`src/rtl/fifo_reader_pkg.sv`:
```
// Shared state encoding and sizing helpers for the FIFO burst reader.
package fifo_reader_pkg;

  typedef enum logic [1:0] {
    IDLE   = 2'd0,
    BURST  = 2'd1,
    FINISH = 2'd2
  } state_t;

  // Idle counter must be able to hold TIMEOUT without wrapping.
  function automatic int idle_cnt_width(input int timeout);
    return $clog2(timeout + 1);
  endfunction

endpackage

```
`src/rtl/fifo_burst_reader_if.sv`:
```
// FIFO read-side signals plus the outgoing valid/ready/last stream.
interface fifo_burst_reader_if #(
  parameter int DATA_WIDTH = 8,
  parameter int ADDR_WIDTH = 3
);
  logic [DATA_WIDTH-1:0] fifo_dout;
  logic                  fifo_empty;
  logic [ADDR_WIDTH:0]   fifo_count;
  logic                  fifo_pull;
  logic [DATA_WIDTH-1:0] m_data;
  logic                  m_valid;
  logic                  m_last;
  logic                  m_ready;

  modport master (
    input  fifo_dout, fifo_empty, fifo_count, m_ready,
    output fifo_pull, m_data, m_valid, m_last
  );

  modport slave (
    output fifo_dout, fifo_empty, fifo_count, m_ready,
    input  fifo_pull, m_data, m_valid, m_last
  );
endinterface

```
`src/rtl/fifo_burst_reader_stream_out_reg.sv`:
```
// Single-entry registered stream stage: loads a word on demand, clears on accept.
module stream_out_reg #(
  parameter int DATA_WIDTH = 8
) (
  input  logic                  clk,
  input  logic                  res_n,
  input  logic                  load,
  input  logic [DATA_WIDTH-1:0] din,
  input  logic                  last_in,
  input  logic                  ready,
  output logic [DATA_WIDTH-1:0] data_p1,
  output logic                  vld_p1,
  output logic                  last_p1
);

  // Stage p1: output register; data holds across accept so only valid/last clear.
  always_ff @(posedge clk or negedge res_n) begin
    if (!res_n) begin
      data_p1 <= '0;
      vld_p1  <= 1'b0;
      last_p1 <= 1'b0;
    end else if (load) begin
      data_p1 <= din;
      vld_p1  <= 1'b1;
      last_p1 <= last_in;
    end else if (vld_p1 && ready) begin
      vld_p1  <= 1'b0;
      last_p1 <= 1'b0;
    end
  end

endmodule

```
`src/rtl/fifo_burst_reader.sv`:
```
// Drains a first-word-fall-through FIFO in bursts of up to BURST_LEN beats,
// forcing a partial burst after TIMEOUT idle cycles with leftover data.
module fifo_burst_reader
  import fifo_reader_pkg::*;
#(
  parameter int DATA_WIDTH = 8,
  parameter int ADDR_WIDTH = 3,
  parameter int BURST_LEN  = 4,
  parameter int TIMEOUT    = 16
) (
  input  logic                clk,
  input  logic                res_n,
  input  logic                enable,
  output logic                busy,
  fifo_burst_reader_if.master bus
);

  localparam int CNT_W  = ADDR_WIDTH + 1;
  localparam int IDLE_W = idle_cnt_width(TIMEOUT);
  localparam logic [CNT_W-1:0]  BURST_BEATS = CNT_W'(BURST_LEN);
  localparam logic [IDLE_W-1:0] IDLE_LAST   = IDLE_W'(TIMEOUT - 1);
  localparam logic [IDLE_W-1:0] IDLE_MAX    = '1;

  state_t              state, state_nxt;
  logic [CNT_W-1:0]    beats_left, beats_nxt;
  logic [IDLE_W-1:0]   idle_cnt, idle_nxt;
  logic                load;
  logic [DATA_WIDTH-1:0] out_data;
  logic                out_vld;
  logic                out_last;

  // A slot is free when the output register is empty or being drained this cycle.
  assign load = (state == BURST) && (beats_left != '0) && !bus.fifo_empty &&
                (!out_vld || bus.m_ready);

  assign bus.fifo_pull = load;
  assign bus.m_data    = out_data;
  assign bus.m_valid   = out_vld;
  assign bus.m_last    = out_last;
  assign busy          = (state == BURST) || (state == FINISH);

  always_ff @(posedge clk or negedge res_n) begin
    if (!res_n) begin
      state      <= IDLE;
      beats_left <= '0;
      idle_cnt   <= '0;
    end else begin
      state      <= state_nxt;
      beats_left <= beats_nxt;
      idle_cnt   <= idle_nxt;
    end
  end

  always_comb begin
    state_nxt = state;
    beats_nxt = beats_left;
    idle_nxt  = idle_cnt;
    case (state)
      IDLE: begin
        if (enable && (bus.fifo_count >= BURST_BEATS)) begin
          state_nxt = BURST;
          beats_nxt = BURST_BEATS;
          idle_nxt  = '0;
        end else if (enable && (bus.fifo_count != '0) && (idle_cnt == IDLE_LAST)) begin
          state_nxt = BURST;
          beats_nxt = bus.fifo_count;
          idle_nxt  = '0;
        end else if (enable && (bus.fifo_count != '0)) begin
          idle_nxt = (idle_cnt == IDLE_MAX) ? idle_cnt : idle_cnt + 1'b1;
        end else begin
          idle_nxt = '0;
        end
      end
      BURST: begin
        if (load) begin
          beats_nxt = beats_left - 1'b1;
          if (beats_left == CNT_W'(1)) state_nxt = FINISH;
        end
      end
      FINISH: begin
        if (out_vld && bus.m_ready && out_last) state_nxt = IDLE;
      end
      default: state_nxt = IDLE;
    endcase
  end

  stream_out_reg #(.DATA_WIDTH(DATA_WIDTH)) u_out (
    .clk     (clk),
    .res_n   (res_n),
    .load    (load),
    .din     (bus.fifo_dout),
    .last_in (beats_left == CNT_W'(1)),
    .ready   (bus.m_ready),
    .data_p1 (out_data),
    .vld_p1  (out_vld),
    .last_p1 (out_last)
  );

endmodule

```
`src/flat_wrapper.sv`:
```
// flat-port wrapper written by rule: the top's interface ports become plain ports
module fifo_burst_reader_flat import fifo_reader_pkg::*;
#(
  parameter int DATA_WIDTH = 8,
  parameter int ADDR_WIDTH = 3,
  parameter int BURST_LEN  = 4,
  parameter int TIMEOUT    = 16
)
  (clk, res_n, enable, busy, bus_fifo_dout, bus_fifo_empty, bus_fifo_count, bus_m_ready, bus_fifo_pull, bus_m_data, bus_m_valid, bus_m_last);
  fifo_burst_reader_if #(.DATA_WIDTH(DATA_WIDTH), .ADDR_WIDTH(ADDR_WIDTH)) bus_i ();
  input  logic clk;
  input  logic res_n;
  input  logic enable;
  output logic busy;
  input wire logic [$bits(bus_i.fifo_dout)-1:0] bus_fifo_dout;
  input wire logic [$bits(bus_i.fifo_empty)-1:0] bus_fifo_empty;
  input wire logic [$bits(bus_i.fifo_count)-1:0] bus_fifo_count;
  input wire logic [$bits(bus_i.m_ready)-1:0] bus_m_ready;
  output wire logic [$bits(bus_i.fifo_pull)-1:0] bus_fifo_pull;
  output wire logic [$bits(bus_i.m_data)-1:0] bus_m_data;
  output wire logic [$bits(bus_i.m_valid)-1:0] bus_m_valid;
  output wire logic [$bits(bus_i.m_last)-1:0] bus_m_last;
  assign bus_i.fifo_dout = bus_fifo_dout;
  assign bus_i.fifo_empty = bus_fifo_empty;
  assign bus_i.fifo_count = bus_fifo_count;
  assign bus_i.m_ready = bus_m_ready;
  assign bus_fifo_pull = bus_i.fifo_pull;
  assign bus_m_data = bus_i.m_data;
  assign bus_m_valid = bus_i.m_valid;
  assign bus_m_last = bus_i.m_last;
  fifo_burst_reader #(.DATA_WIDTH(DATA_WIDTH), .ADDR_WIDTH(ADDR_WIDTH), .BURST_LEN(BURST_LEN), .TIMEOUT(TIMEOUT)) u_core (.clk(clk), .res_n(res_n), .enable(enable), .busy(busy), .bus(bus_i));
endmodule
```
`config.mk`:
```
export PLATFORM = sky130hd
export DESIGN_NAME = fifo_burst_reader_flat
export DESIGN_NICKNAME = d
export VERILOG_FILES = /design/src/rtl/fifo_reader_pkg.sv /design/src/rtl/fifo_burst_reader_if.sv /design/src/rtl/fifo_burst_reader_stream_out_reg.sv /design/src/rtl/fifo_burst_reader.sv /design/src/flat_wrapper.sv
export SDC_FILE = /design/constraint.sdc
export NUM_CORES = 1
export LEC_CHECK = 0
export BUFFER_PORTS_ARGS = -buffer_cell sky130_fd_sc_hd__buf_2
export CORE_ASPECT_RATIO = 1.5
export CORE_UTILIZATION = 41
export DETAILED_ROUTE_END_ITERATION = 6
export HOLD_SLACK_MARGIN = 0.1
export PLACE_DENSITY = 0.72
export SETUP_SLACK_MARGIN = 0.02
export SYNTH_ARGS = -nofsm -noshare
export SYNTH_HDL_FRONTEND = slang
export SYNTH_SLANG_ARGS = --single-unit
```
`constraint.sdc`:
```
create_clock -name clk -period 2.48 [get_ports clk]
set_clock_uncertainty 0.1 [all_clocks]
set_input_delay 0.124 -clock clk [delete_from_list [all_inputs] [get_ports clk]]
set_output_delay 0.124 -clock clk [all_outputs]
set_load 0.01 [all_outputs]
```
======== Yosys cells after proc, flatten, opt, wreduce, memory -nomap -nowiden ========
Cells that the tools add are included.
Widths: inputs -> output; s select.
cells by class
  $add $sub $neg .......................... 2
  muxes and demuxes ....................... 17
  reductions and logical operators ........ 20
  eq/ne operators ......................... 10
  magnitude comparators ................... 1
operators by type and width
  operator             number
  $mux 5               4
  $mux 4               3
  $mux 2               5
  $logic_and 1x1->1    8
  $pmux 4 s2           1
  $reduce_bool 4->1    2
  $ne 2x2->1 const B   3
  $pmux 2 s3           1
  $add 5x1->5 const B  1
  $eq 5x4->1 const B   1
  $eq 5x5->1 const B   1
  $eq 4x1->1 const B   1
  $ge 4x3->1 const B   1
  $ne 4x3->1 const B   1
  $reduce_and 4->1     1
  $reduce_bool 2->1    2
  $sub 4x1->4 const B  1
  $mux 1               3
  $ne 3x1->1 const B   1
  $reduce_and 3->1     1
  $eq 2x1->1 const B   1
  $eq 2x2->1 const B   1
  $logic_not 1->1      2
  $logic_not 2->1      1
  other kinds (2)      3
storage, ports and cells
  output and inout bits ................... 12
  word-level logic and storage cells ...... 56
  input bits .............................. 17
  flip-flop bits (word level) ............. 21

======== Depth between registers and ports, before layout ========
  depth after elaboration ................. 6
  mapped depth ............................ 7
  mapped depth without buffers ............ 7

======== Modules after synthesis ========
From an unflattened synthesis, not the netlist that was laid out.
second synthesis, totals
  cell total of the unflattened synthesis .. 110
  area, all modules ....................... 1214.9 um^2
by module, submodules not included
  module             times used  area each (um^2)  cells each
  fifo_burst_reader  1           805.8             86
  stream_out_reg     1           409.1             24

======== Least setup slack after synthesis ========
OpenSTA, ideal clock, no wires.
  path kind ............................... register -> register
  start point ............................. register u_core.idle_cnt[0]
  end point ............................... register u_core.idle_cnt[4]
  stages on the path, launching flop included .. 7
  setup time .............................. 92 ps
  slack ................................... 472 ps
  clock period less this slack ............ 2008 ps
  arrival time ............................ 1816 ps
  cell sequence ........................... dfrtp_1 ha_1 and3_1 ha_1 or3_4 or3_1 o31ai_2
between the ends
  longest elaborated chain between the ends .. 5
  elaborated cells on any way between the ends .. 10
  classes of those cells .................. 1 x add/sub; 3 x eq/ne; 4 x mux; 2 x reduce/logical
RTL lines
  what                      line                     source
  start: declaration        fifo_burst_reader.sv:26  logic [IDLE_W-1:0] idle_cnt, idle_nxt;
  start signal: assignment  fifo_burst_reader.sv:50  idle_cnt <= idle_nxt;
  $add 5x1->5               fifo_burst_reader.sv:69  idle_nxt = (idle_cnt == IDLE_MAX) ? idle_cnt : idle_cnt + 1'b1;
  $mux 5                    fifo_burst_reader.sv:69
  $mux 5                    fifo_burst_reader.sv:68  end else if (enable && (bus.fifo_count != '0)) begin
  $mux 5                    fifo_burst_reader.sv:64  end else if (enable && (bus.fifo_count != '0) && (idle_cnt == IDLE_LAST)) begin
  $mux 5                    fifo_burst_reader.sv:60  if (enable && (bus.fifo_count >= BURST_BEATS)) begin
Several ways; a longest one is shown, not always the timed one. The select of a mux whose other input is x is not followed.
A chain may end at the register's enable or synchronous reset.

======== Final worst setup path ========
  start point ............................. register u_core.beats_left[0]
  end point ............................... output bus_fifo_pull
between the ends
  longest elaborated chain between the ends .. 4
RTL lines
  what                             line                     source
  start: declaration               fifo_burst_reader.sv:25  logic [CNT_W-1:0] beats_left, beats_nxt;
  start signal: assignment         fifo_burst_reader.sv:49  beats_left <= beats_nxt;
  $reduce_bool 4->1                fifo_burst_reader.sv:33  assign load = (state == BURST) && (beats_left != '0) && !bus.fifo_empty &&
  $logic_and 1x1->1 (3 in series)  fifo_burst_reader.sv:33
  end: declaration                 flat_wrapper.sv:19       output wire logic [$bits(bus_i.fifo_pull)-1:0] bus_fifo_pull;
Every way passes these cells.

==> results by group <==
Power
  • Logic pwr share: 51.0%
  • Pwr Total: 1653 uW
  • Clk pwr share: 14.2%
  • P_int: 997.5 uW
  • Pwr dens: 1036 mW/mm2
  • P_sw: 656.0 uW
  • Reg power frac: 34.8%
  • Sw Share: 39.67%
  • LEAKAGE: 0.0007394 uW
  • Worst vdd ir: 0.5905 mV

STA
  • Period utilization: 88.96%
  • F_max: 453.3 MHz
  • Minimum clock period: 2.206 ns
  • Hold Vio Cnt, Final: 0
  • Setup TNS: 0 ns
  • Final setup violating endpoints: 0
  • Final Max Tran Viols: 0
  • Unrepaired setup endpoints after global routing: false
  • Max-slew headroom: 60.11%
  • Slew @ Worst Pin: 0.5920 ns

Global routing
  • Largest net degree at the start of global routing: 22
  • Vias in the first global route: 1137
  • Overall Global Routing Usage: 20.10%
  • Gr ovfl total: 0
  • Initial antenna violation count: 0
  • Global-route wire length before repair: 4899 um

Route
  • Post-Route WL: 2733 um
  • Final ANT Viol Nets: 0
  • Drt first pass iters: 4
  • DRC Markers: 0
  • Via count: 1016
  • Via/cell ratio: 5.347
  • DRT iter0 DRCs: 16
  • Routed len/inst: 14.38 um

Setup path
  • CP Max Fanout: 10
  • Critical-path cell list: inv_1 > ha_1 > nor3b_2 > nor3_4 > buf_4 > buf_2
  • Endpoint class of the critical path: output port
  • CP Launch Type: flop
  • Worst Path Arrival: 1.98 ns
  • Delay-heaviest family, CP: buffers and inverters
  • Buf+Inv Stages, Crit Path: 3
  • Max stage delay on crit path: 0.39 ns
  • Req. time, crit path: 2.26 ns
  • Kind of critical path: flop to output port
  • Slowest stage cell, crit path: dfrtp_1

Yosys
  • Yosys reg bits: 21
  • EDFF count, synth: 0
  • Mean area per synthesized cell: 11.59 um2
  • Sequential fraction of the synthesis area: 41.58%
  • Mapped Area: 0.001264 mm2
  • Post-Syn Instances: 109
  • Synthesized Nets: 135
  • Synth Flop Type: dfrtp_1
  • Cell variety after synth: 44
  • Yosys Warn Count: 0
  • Post-synth ARST share: 100.0%

Clocking
  • Clk sinks: 21
  • Root buffer cell: clkbuf_8
  • Num CTS Buffers: 3
  • Setup repair bufs after CTS: 0
  • H-tree depth: 1
  • Worst skew pair latency: 0.27 ns
  • CTS tree: yes
  • Longest Clk Path Bufs: 2
  • Worst-path clk slew: 0.09 ns

Layout
  • Most common cell after layout, fill and taps aside: buf_2
  • # fillers: 270
  • Commonest non-fill, non-tap cells in the layout: 28 x buf_2, 21 x dfrtp_1, 10 x dlygate4sd3_1
  • Layout cell share with drive strength beyond 1: 36.42%
  • Non-filler instance count after layout: 190
  • Diode count: 0
  • Register Area: 525.5 um2
  • Util after Layout: 54.77%
  • Syn-to-layout area delta: 26.24%
  • Multi-input logic area: 693.2 um2
  • Nets@finish: 178

Placement
  • DP HPWL: 1979 um
  • Final GP Congestion: 0.8319
  • PortBufs: 28
  • DP Cell Count: 176

Floorplanning
  • Full die area: 0.003313 mm2
  • Chip width: 47.33 um
  • Initial core utilization: 43.38%
  • Rows: 24
  • Core ar.: 0.002913 mm2
  • Boundary Pins: 29
  • Die H: 70.00 um

Status
  • Outcome: finished clean

Min path
  • Hold Path Class: input pin to flop

Run
  • Total of max-cap violations: 0
worst min-delay path: stages:
cell	delay, ns
buf_2	0.10
a31oi_1	0.07
mux2i_1	0.14
worst paths after layout:
check                                      from                 endpoint  slack (ns)  depth (start not counted)
max                        u_core.beats_left[0]            bus_fifo_pull        0.27                          6
min                           bus_fifo_count[1]     u_core.beats_left[1]        0.12                          3
max reg2reg                  u_core.idle_cnt[0]       u_core.idle_cnt[4]        0.36                          6
min reg2reg                  u_core.idle_cnt[2]       u_core.idle_cnt[2]        0.41                          1
max in group asynchronous                 res_n  u_core.u_out.data_p1[1]        1.69                          2
min in group asynchronous                 res_n     u_core.beats_left[1]        0.25                          2
per-layer routing:
layer  global-route usage, %  part of all wire [%]  vias up
met2                   33.79                    53       20
met3                   2.842                   1.6        7
met5                       0                     0        -
met4                   10.48                   2.8        0
li1                        -                     -      489
met1                   22.99                    42      500
cell usage after synthesis, types with 3 or more instances:
cell type	count	share of area (%)
ha_1	9	8.9
nand2_1	3	0.89
dfrtp_1	21	42
o21ai_1	3	1.2
o21ai_0	6	2.4
o21a_1	3	1.8
nand3_1	3	1.2
inv_1	9	2.7
a21oi_1	4	1.6
mux2_4	8	9.5
cell type report:
cell class	count	share of cell area (%)
Timing Repair Buffer	39	15.53
Tap cell	39	3.059
Multi-Input combinational cell	78	43.45
Sequential cell	21	32.94
Clock buffer	3	2.588
Clock inverter	1	0.3137
Inverter	9	2.118
stage by stage:
stage | setup slack (ns) | area, um2 | hold WS [ns]
3_5_place_dp | 0.3404 | 1449 | 0.01880
4_1_cts | 0.2806 | 1595 | 0.1397
5_1_grt | 0.1617 | 1595 | 0.1371
6_report | 0.2738 | 1595 | 0.1209
3_3_place_gp | 0.4260 | 1449 | 0.01075
2_1_floorplan | 0.4718 | 1264 | -0.2716
logic make-up after synthesis:
| family | share of synthesized area, % |
|---|---|
| AND/OR/NAND/NOR | 16.44 |
| AO/OA/AOI/OAI | 17.43 |
| multiplexers | 12.08 |
| buffers and inverters | 3.564 |
| flip-flops | 41.58 |
| adder cells (fa/ha/maj) | 8.911 |
flip-flops by register name, summed over array words and instances, names as in the netlist:
name and cells:
u_core.beats_left 4, u_core.idle_cnt 5, u_core.state 2, u_core.u_out.data_p1 8, u_core.u_out.last_p1 1, u_core.u_out.vld_p1 1
what timing repair did:
item                                   CTS  global route
setup endpoints to repair                0             0
endpoints found under the hold margin   30             0
hold buffers                            10             0
resized for setup                        0             0
power groups by stage:
stage | clock, uW | sequential [uW] | combinational [uW]
final | 235 | 575 | 844
after CTS | 235 | 575 | 841
after detailed placement | 0 | 581 | 823
after global placement | 0 | 574 | 798
after floorplan | 0 | 604 | 570
after global routing | 249 | 596 | 919
Note: power is estimated with default switching activity, not from simulation.
